### config.mk
export PLATFORM = sky130hd
export DESIGN_NAME = fetch_queue
export DESIGN_NICKNAME = d
export VERILOG_FILES = /design/src/rtl/pipe_pkg.sv /design/src/rtl/fetch_queue_ram.sv /design/src/rtl/fetch_queue.sv
export SDC_FILE = /design/constraint.sdc
export NUM_CORES = 1
export LEC_CHECK = 0
export ABC_AREA = 0
export ABC_CLOCK_PERIOD_IN_PS = 12700
export CORE_UTILIZATION = 47
export CTS_CLUSTER_DIAMETER = 120
export CTS_CLUSTER_SIZE = 14
export DETAILED_ROUTE_END_ITERATION = 7
export MAX_ROUTING_LAYER = met4
export PLACE_DENSITY = 0.67
export REMOVE_ABC_BUFFERS = 1
export SLEW_MARGIN = 25
export SYNTH_ARGS = -nofsm -noshare
export SYNTH_HDL_FRONTEND = slang
export SYNTH_SLANG_ARGS = --single-unit
### constraint.sdc
create_clock -name clk -period 12.7 [get_ports clk]
set_input_delay 2.54 -clock clk [delete_from_list [all_inputs] [get_ports clk]]
set_output_delay 2.54 -clock clk [all_outputs]
set_load 0.01 [all_outputs]
### src/rtl/pipe_pkg.sv
// Shared pipeline constants and helpers for the fetch buffer and its neighbours.
// popcnt_therm counts valid lanes and reports whether they form a lane-0-first thermometer.
package pipe_pkg;

  localparam int          IW       = 32;
  localparam logic [31:0] NOP      = 32'h0000_0000;
  localparam int          PC_STEP  = 4;
  localparam int          MAX_LANE = 4;

  typedef struct packed {
    logic [2:0] cnt;
    logic       therm;
  } therm_info_t;

  // A thermometer v satisfies v & (v+1) == 0 when the sum wraps inside MAX_LANE bits.
  function automatic therm_info_t popcnt_therm(input logic [MAX_LANE-1:0] v);
    therm_info_t         r;
    logic [MAX_LANE-1:0] inc;
    r.cnt = '0;
    for (int i = 0; i < MAX_LANE; i++) begin
      r.cnt = r.cnt + 3'(v[i]);
    end
    inc     = v + 1'b1;
    r.therm = ((v & inc) == '0);
    return r;
  endfunction

endpackage

### src/rtl/fetch_queue_ram.sv
// DEPTH-entry storage for the fetch queue: NLANE writes and NLANE combinational
// reads per cycle, each group at consecutive addresses that wrap modulo DEPTH.
module fetch_queue_ram #(
  parameter int NLANE = 2,
  parameter int DEPTH = 8,
  parameter int EW    = 64,
  localparam int PW   = $clog2(DEPTH)
) (
  input  logic                clk,
  input  logic [NLANE-1:0]    we,
  input  logic [PW-1:0]       waddr,
  input  logic [NLANE*EW-1:0] wdata,
  input  logic [PW-1:0]       raddr,
  output logic [NLANE*EW-1:0] rdata
);

  logic [EW-1:0] mem [DEPTH];

  // NOTE: storage carries no reset; occupancy is tracked by count, so stale entries are never observed.
  always_ff @(posedge clk) begin
    for (int i = 0; i < NLANE; i++) begin
      if (we[i]) mem[waddr + PW'(i)] <= wdata[i*EW +: EW];
    end
  end

  // NOTE: every always_comb output gets a default first so no latch can be inferred.
  always_comb begin
    rdata = '0;
    for (int i = 0; i < NLANE; i++) begin
      rdata[i*EW +: EW] = mem[raddr + PW'(i)];
    end
  end

endmodule

### src/rtl/fetch_queue.sv
// Instruction fetch buffer between IF and ID/issue: NLANE-wide pushes, partial
// issue from the oldest end, one-cycle flush on branch/jump redirect.
module fetch_queue #(
  parameter int NLANE = 2,
  parameter int DEPTH = 8,
  parameter int IW    = pipe_pkg::IW,
  localparam int PW   = $clog2(DEPTH),
  localparam int CW   = $clog2(DEPTH + 1),
  localparam int TW   = $clog2(NLANE + 1)
) (
  input  logic                clk,
  input  logic                reset,
  input  logic                flush,
  input  logic [NLANE-1:0]    in_valid,
  input  logic [NLANE*IW-1:0] in_inst,
  input  logic [31:0]         in_pc,
  output logic                in_ready,
  output logic [NLANE-1:0]    out_valid,
  output logic [NLANE*IW-1:0] out_inst,
  output logic [NLANE*32-1:0] out_pc,
  input  logic [TW-1:0]       out_take,
  output logic [CW-1:0]       count,
  output logic                err
);
  import pipe_pkg::NOP;
  import pipe_pkg::PC_STEP;
  import pipe_pkg::MAX_LANE;
  import pipe_pkg::therm_info_t;
  import pipe_pkg::popcnt_therm;

  localparam int EW = IW + 32;

  logic [PW-1:0]       head, tail;
  therm_info_t         vinfo;
  logic                push_en, take_over, err_set;
  logic [CW-1:0]       push_k, take, take_req;
  logic [NLANE-1:0]    we;
  logic [NLANE*EW-1:0] wdata, rdata;

  assign in_ready  = (count <= CW'(DEPTH - NLANE));
  assign vinfo     = popcnt_therm(MAX_LANE'(in_valid));
  assign push_en   = in_ready & in_valid[0] & ~flush;
  assign push_k    = push_en ? CW'(vinfo.cnt) : '0;
  assign take_req  = CW'(out_take);
  assign take_over = (take_req > count);
  assign take      = take_over ? count : take_req;
  assign err_set   = (in_ready & ~vinfo.therm) | (take_over & ~flush);

  // Only the first push_k lanes are written, so a malformed valid mask cannot leave holes.
  always_comb begin
    we    = '0;
    wdata = '0;
    for (int i = 0; i < NLANE; i++) begin
      we[i]             = push_en & (CW'(i) < push_k);
      wdata[i*EW +: EW] = {in_pc + 32'(PC_STEP * i), in_inst[i*IW +: IW]};
    end
  end

  fetch_queue_ram #(
    .NLANE (NLANE),
    .DEPTH (DEPTH),
    .EW    (EW)
  ) u_ram (
    .clk   (clk),
    .we    (we),
    .waddr (tail),
    .wdata (wdata),
    .raddr (head),
    .rdata (rdata)
  );

  always_comb begin
    out_valid = '0;
    out_inst  = '0;
    out_pc    = '0;
    for (int i = 0; i < NLANE; i++) begin
      out_valid[i] = (count > CW'(i));
      if (out_valid[i]) begin
        out_inst[i*IW +: IW] = rdata[i*EW +: IW];
        out_pc[i*32 +: 32]   = rdata[i*EW + IW +: 32];
      end else begin
        out_inst[i*IW +: IW] = IW'(NOP);
        out_pc[i*32 +: 32]   = 32'h0;
      end
    end
  end

  // NOTE: sequential state uses non-blocking assignments so every register samples pre-edge values.
  always_ff @(posedge clk) begin
    if (reset) begin
      head  <= '0;
      tail  <= '0;
      count <= '0;
    end else if (flush) begin
      head  <= '0;
      tail  <= '0;
      count <= '0;
    end else begin
      head  <= head + PW'(take);
      tail  <= tail + PW'(push_k);
      count <= count + push_k - take;
    end
  end

  // err survives flush; only reset clears it.
  always_ff @(posedge clk) begin
    if (reset)        err <= 1'b0;
    else if (err_set) err <= 1'b1;
  end

endmodule

==> results.cfg <==
[timing]
rsz0062_at_grt = false
fin_crit_sh_pct = 60.4
clock_skew_ns = 0.0195
finalHoldViolations = 0
relSlewSlack_pct = 26.4
tns_ns = 0
finalSetupViolCount = 0
max_freq_ghz = 0.130
worst_pin_slew_ns = 1.10
period_needed_ns = 7.68
finalMaxSlewViolations = 0

[clock_tree]
numCtsBuffers = 43
clock_latency_ns = 0.58
cts-resized-gates = 0
clk_pin_slew_worst_paths_ns = 0.07
cts_tree = yes
cts.hold.buffers_added = 0
cts.path.max_buffers = 3
h-tree-depth = 2
post_cts_buffers = 0
clock-root-buffer = clkbuf_16
cts_sinks = 523

[finish]
fin_util_pct = 53.8
drive_gt1_share_pct = 14.1
syn_to_final_growth_pct = 12.8
fin_nets = 2986

[drt]
via_count = 22900
wl_per_cell_um = 25.7
ant_nets = 0
dr.pass1.iters = 8
wirelength_mm = 96.3
vias_per_cell = 6.12
drt_iter0_drc = 2779
drc = 30

[yosys]
yosysMostFrequentCell = nand2_1
synth_commonest_cells = nand2_1 (1,058), edfxtp_1 (512), mux4_2 (256), nor2_1 (166), xnor2_1 (143)
synth_ff_type = edfxtp_1
synth_edf_count = 512
synth_cells = 2804
netlist_top_cells_area = edfxtp_1 (49%), mux4_2 (18%), nand2_1 (13%)
synth_area_per_cell_um2 = 11.2
synth_seq_area_share_pct = 49.6
synthArstFlopShare_pct = 0
synth_top_cell_area_share_pct = 48.9
synthesis.area_um2 = 31500
synth_cell_type_count = 50
synth-seq-cells = 523
yosysWarningCount = 0
synth_top_cell_by_area = edfxtp_1

[floorplanning]
ios = 239
start_util_pct = 47.7
fp.coreArea_um2 = 66000
row_count = 94
die_x_um = 261
dieArea_um2 = 68000
dieHeight_um = 261

[pwr]
pwr-share-comb_pct = 40.5
peakVddDrop_uv = 275
power_frac_clock_pct = 22.7
switching_share_pct = 33.4
p_per_area_nw_per_um2 = 152
internal_power_mw = 3.59
p_seq_share_pct = 36.8
power_mw = 5.40
power_switching_mw = 1.81
p_leak_nw = 12.1

[placement]
place.gp.congestion = 0.836
hpwl_mm = 55.7
portBuffers = 238

[global_route]
grt-ovfl-total = 0
grt_pass1_wl_mm = 142
antenna_found_initial = 9
grt_max_degree = 155
first_global_vias = 23200
grt_usage_pct = 29.2

[critical_path]
r2r_end = u_ram.mem[6][30]
crit_fanout = 45
end_kind = output pin
startpoint_type = flip-flop
cp_data_required_time_ns = 10.16
reg2reg_depth = 8
r2r_setup_slack_ns = 8.70
cp.arrival_ns = 5.14
worstSetupPathType = reg -> out
r2r-start = count[3]

[min_path]
hold_depth = 2
whs_endpoint = err
worstHoldStart = err
hp-class = reg -> reg

[outcome]
status = complete, but fails checks
failed_checks = design-rule violations

[run]
drv_cap = 0
worst max-delay path: stages (launching register included):
cell             delay, ns
dfxtp_4               0.87
ha_4                  0.69
buf_4                 0.67
buf_4                 0.77
mux4_2                0.37
nand2_1               0.05
a21oi_1               0.41
clkdlybuf4s50_1       0.62
power by group through the flow:
stage	clock network, mW	registers, mW	logic [mW]
floorplan	0	2.08	1.35
global placement	0	2.02	2.16
detailed placement	0	2.02	2.19
CTS	1.24	1.98	2.20
global route	1.29	1.99	2.33
finish	1.23	1.99	2.19
layout make-up:
type	count	area [um^2]
repair buffers	288	2850
diodes	8	20.0
flip-flops and latches	523	15600
multi-input cells	1989	14700
clock inverters	2	20.0
fillers	5437	30500
well taps	864	1080
clock buffers	52	1110
inverters	17	65.1
kinds of logic (layout without fill, tap and decap cells):
| family | Yosys count | count (layout) | synth area share, % |
|---|---|---|---|
| AO/OA/AOI/OAI | 82 | 82 | 1.37 |
| XOR/XNOR | 242 | 242 | 6.74 |
| adder cells (fa/ha/maj) | 21 | 21 | 0.907 |
| buffers and inverters | 292 | 359 | 4.21 |
| flip-flops | 523 | 523 | 49.6 |
| multiplexers | 321 | 321 | 20.4 |
| other | 0 | 8 | 0 |
| AND/OR/NAND/NOR | 1323 | 1323 | 16.8 |
layout by cell type (no fill, tap or decap), types with 4 or more instances in the layout:
cell and instances:
mux2i_1 64, nor3_2 10, clkdlybuf4s50_1 238, xor2_1 97, buf_4 44, nor3_1 5, ha_1 17, nor4_1 14
clkbuf_16 43, nand3_1 11, clkbuf_1 9, nand2_1 1058, nand3_2 7, o21ai_4 8, a21oi_1 67, nor2_1 166
inv_1 15, diode_2 8, nand4_1 8, or2_2 4, dfxtp_1 8, and2_1 6, xnor2_1 141, edfxtp_1 512
mux4_2 256
sequential cells by signal, indices dropped and copies added, names as in the netlist:
| name | flops |
|---|---|
| u_ram.mem | 512 |
| tail | 3 |
| err | 1 |
| count | 4 |
| head | 3 |
stage by stage:
step | hold WS (ns) | std cells | cell area, um^2 | setup WS (ns)
after floorplan | 0.507 | 2529 | 30200 | -4.00
after global placement | 0.470 | 3677 | 34200 | 5.62
after detailed placement | 0.468 | 3679 | 34300 | 5.55
after CTS | 0.493 | 3733 | 35400 | 4.90
after global routing | 0.551 | 3743 | 35500 | 4.58
final | 0.489 | 3743 | 35500 | 5.02
layer usage:
metal	wire length [um]	up-vias	global-route usage (%)
li1	-	9856	-
met5	0	-	-
met1	36800	11400	37.7
met4	3080	0	10.2
met2	46200	1426	45.9
met3	10300	205	6.00
how the worst max path moves through the flow:
stage          startpoint           end  slack (ns)  cells after the start
6_report          head[0]    out_pc[59]        5.02                      7
5_1_grt           head[0]    out_pc[59]        4.58                      7
4_1_cts           head[0]    out_pc[59]        4.90                      7
3_5_place_dp      head[0]    out_pc[59]        5.55                      7
3_3_place_gp      head[0]    out_pc[59]        5.62                      7
2_1_floorplan     head[0]  out_inst[63]       -4.00                      4
(Power assumes the default switching activity.)
==> RTL edit 1: new RTL, same settings <==
Reset style: asynchronous (`reset`), changed in 2 clocked blocks.
--- a/src/rtl/fetch_queue.sv
+++ b/src/rtl/fetch_queue.sv
@@ -88,3 +88,3 @@
   // NOTE: sequential state uses non-blocking assignments so every register samples pre-edge values.
-  always_ff @(posedge clk) begin
+  always_ff @(posedge clk or posedge reset) begin
     if (reset) begin
@@ -105,3 +105,3 @@
   // err survives flush; only reset clears it.
-  always_ff @(posedge clk) begin
+  always_ff @(posedge clk or posedge reset) begin
     if (reset)        err <= 1'b0;
Behaviour: differs if reset is asserted again (counterexample within 4 cycles, from zero or initial values and one cycle with reset high); with reset held inactive, the same outputs for 4 cycles.
==> RTL edit 1 against the unedited design <==
  * First-iteration DRC count down 9.6%
  * Global-route usage increased by 0.12 points
  * Total power rose by 29%
  * Setup slack gained 550 ps
  * Routed wire length grew 1.2%
  * Final area increased by 0.41%
  * Clock skew fell by 7.9 ps
  * Area after synthesis rose by 0.94%
  * Sequential cell count is the same
==> RTL edit 1: results <==
[global_routing]
grt_util_all_layers = 0.294
grt_max_degree = 137
grt_pass1_wl_microns = 143000
antenna_found_initial = 4
first_global_vias = 23000

[timing]
fin_skew_ps = 11.6
max_freq_ghz = 0.140
worst_slew_pin_slew_ps = 1090

[worst_setup_path]
max_stage_delay_ps = 770
crit_start = "head[1]"
cp_max_fo = 42
crit_end = "out_pc[61]"
r2r-start = "tail[0]"
worstPathArrival_ps = 4590
crit_family = "buffers and inverters"
r2r-end = "u_ram.mem[5][10]"
regToRegSetupSlack_ps = 8890
critPathSlowestCell = "buf_4"

[route]
routed_wl_microns = 97500
via_per_inst = 6.09
drt-pass1-iter-count = 6
wire_per_inst_microns = 26.1
first_iter_violations = 2512

[placed_design]
gp_congestion = 0.802
pre_cts_ws_ps = 5670
dp_hpwl_microns = 54700
place_inst = 3678
port_buffers = 238
place_area_sq_mm = 0.0345

[outcome]
status = "complete, no violations"

[pwr]
p_sw_frac = 0.370
leakage_uw = 0.0125
ir_drop_mv = 0.236
power_switching_uw = 2590
p_seq_uw = 2040
clkPwrFrac = 0.174

[hold_path]
whs_path_depth = 1
worstHoldStart = "err"
min_to = "err"

[logic_synthesis]
synth_cell_type_count = 55
synth.avg_cell_area_sq_um = 11.3
synthArstFlopShare = 0.0210
synth_common_cells = "nand2_1, edfxtp_1, mux4_2"
synthTopCellsByArea = "edfxtp_1, mux4_2, nand2_1"
yosysSeqAreaShare = 0.493

[finish]
nFillCells = 5598
multi_input_area_sq_mm = 0.0149
final_layout_size_suffix_gt1_frac = 0.143
-- RTL edit 1: worst register-to-register path: stages, from the launching register on --
cell      delay [ps]
dfrtp_1          740
ha_1             380
and4bb_2         410
nor2b_1          280
nand2_2           70
buf_4            400
o21ai_4          330
buf_4            510
buf_16           350
-- RTL edit 1: cells by family after synthesis --
family,count (synthesis),share of synthesized area
AOI/OAI and AO/OA,81,0.0134
adders and majority gates,21,0.00899
and+or+nand+nor,1328,0.171
xor gates and xnor gates,242,0.0670
muxes,321,0.202
buffers and inverters,287,0.0443
DFF,523,0.493
-- RTL edit 1: final cells by class --
cell class                 instances  area share
antenna                            5    0.000351
clock buffer                      50      0.0309
clock inverter                     2    0.000492
inverter                          18     0.00190
multi-input combinational       1993       0.418
sequential                       523       0.439
tap                              864      0.0303
timing repair buffer             281      0.0784
-- RTL edit 1: layer usage --
metal | wire length [microns] | track usage
met1 | 37600 | 0.385
met2 | 47700 | 0.471
met3 | 9710 | 0.0451
met4 | 2500 | 0.0918
met5 | 0 | -
==> RTL edit 2: new RTL, same flow settings <==
Made on the original files. Set the package constant `MAX_LANE` to 8 (it was 4).
--- a/src/rtl/pipe_pkg.sv
+++ b/src/rtl/pipe_pkg.sv
@@ -7,3 +7,3 @@
   localparam int          PC_STEP  = 4;
-  localparam int          MAX_LANE = 4;
+  localparam int          MAX_LANE = 8;
 
Formal check against the unedited RTL: same outputs for any inputs over 4 cycles, from zero or initial values and one cycle with reset high; that may be too few to reach the edited logic, so the function may still have changed.
==> RTL edit 2 against the unedited design <==
  * The flow still finishes with violations (design-rule violations)
  * Final area barely moved
  * Register-to-register slack improved by 170 ps
  * Sequential cell count did not move
  * Total power rose by 1.0%
  * Area after synthesis barely moved
  * Setup slack improved by 810 ps
  * Global-route usage rose by 1.0 points
  * Maximum frequency rose by 12%
  * Core utilization barely moved
  * Combinational power rose by 2%
  * Routed wire length rose by 3.8%
  * Synthesized cell count rose by 0.25%
  * Critical endpoint is now out_pc[58]
  * Largest power group unchanged
==> RTL edit 2: results <==
[worst_setup_path]
cp_max_fo = 53
r2r-end = "u_ram.mem[3][45]"
max_stage_delay_ps = 950
regToRegSetupSlack_ps = 8870
critPathSlowestCell = "buf_4"
worstPathArrival_ps = 4330
crit_end = "out_pc[58]"

[global_routing]
grt_util_all_layers = 0.303
grt_pass1_wl_microns = 146000
antenna_found_initial = 17
grt_max_degree = 157

[timing]
setup_slack_ps = 5830
worst_slew_pin_slew_ps = 1180
fin_skew_ps = 14.6

[logic_synthesis]
synthTopCellsByArea = "edfxtp_1, mux4_2, nand2_1"
synth.area.mux_share = 0.204
synth-compound-area-share = 0.0134
synth_common_cells = "nand2_1, edfxtp_1, mux4_2"
yosysSeqAreaShare = 0.496
synth_fa_ha_area_frac = 0.00907
synth_cell_type_count = 44
synth-xor-area-share = 0.0674
synthCells = 2811

[route]
drt-pass1-iter-count = 8
first_iter_violations = 2730
via_count = 23100
routed_wl_microns = 100000
drc = 48

[placed_design]
place_area_sq_mm = 0.0342
dp_hpwl_microns = 54900
pre_cts_ws_ps = 6210
gp_congestion = 0.837
place_inst = 3678

[outcome]
status = "finished, violations left"
violations = "design-rule violations"

[hold_path]
worstHoldStart = "err"

[pwr]
leakage_uw = 0.0121
p_sw_frac = 0.338
ir_drop_mv = 0.129

[finish]
nFillCells = 5455
layout.nets = 2986
finalNonFillerCells = 3759
final_layout_size_suffix_gt1_frac = 0.136

[cts]
cts_htree_levels = 2
cts_inserted_buffers = 43
[RTL edit 2: cell count changes after synthesis, sizes merged, moves of 12 or more]
| cell | delta |
|---|---|
| xor2 | -47 |
| nor2 | -23 |
| nand2 | +50 |
| nor4 | -15 |
| xnor2 | +47 |
| and3 | +12 |
[RTL edit 2: per-layer routing]
layer | wire (microns) | global-route usage | share of wire
met5 | 0 | - | 0
met1 | 37900 | 0.389 | 0.38
met4 | 3530 | 0.113 | 0.035
met3 | 11600 | 0.0706 | 0.12
met2 | 46900 | 0.468 | 0.47
[RTL edit 2: how the worst min path moves through the flow]
stage,end,slack (ps),cells after the start
after floorplan,err,510,2
after CTS,err,500,2
final,err,500,2
after global placement,err,470,2
after detailed placement,err,470,2
after global routing,err,550,2
[RTL edit 2: power groups by stage]
| stage | sequential, uW | combinational, uW | clock [uW] |
|---|---|---|---|
| 3_5_place_dp | 2010 | 2220 | 0 |
| 2_1_floorplan | 2080 | 1350 | 0 |
| 5_1_grt | 1970 | 2380 | 1300 |
| 4_1_cts | 1970 | 2230 | 1250 |
| 6_report | 1970 | 2240 | 1240 |
| 3_3_place_gp | 2000 | 2200 | 0 |
[RTL edit 2: area by class of cell]
| type | count | area share |
|---|---|---|
| diodes | 18 | 0.00127 |
| clock buffers | 58 | 0.0319 |
| clock inverters | 2 | 0.000564 |
| inverters | 19 | 0.00201 |
| multi-input cells | 1989 | 0.414 |
| flip-flops and latches | 523 | 0.440 |
| well taps | 864 | 0.0305 |
| repair buffers | 286 | 0.0798 |
[RTL edit 2: stage by stage]
step,utilization,hold WS [ps]
2_1_floorplan,-,507
3_3_place_gp,0.518,467
3_5_place_dp,0.518,473
4_1_cts,0.536,499
5_1_grt,0.538,554
6_report,0.538,498
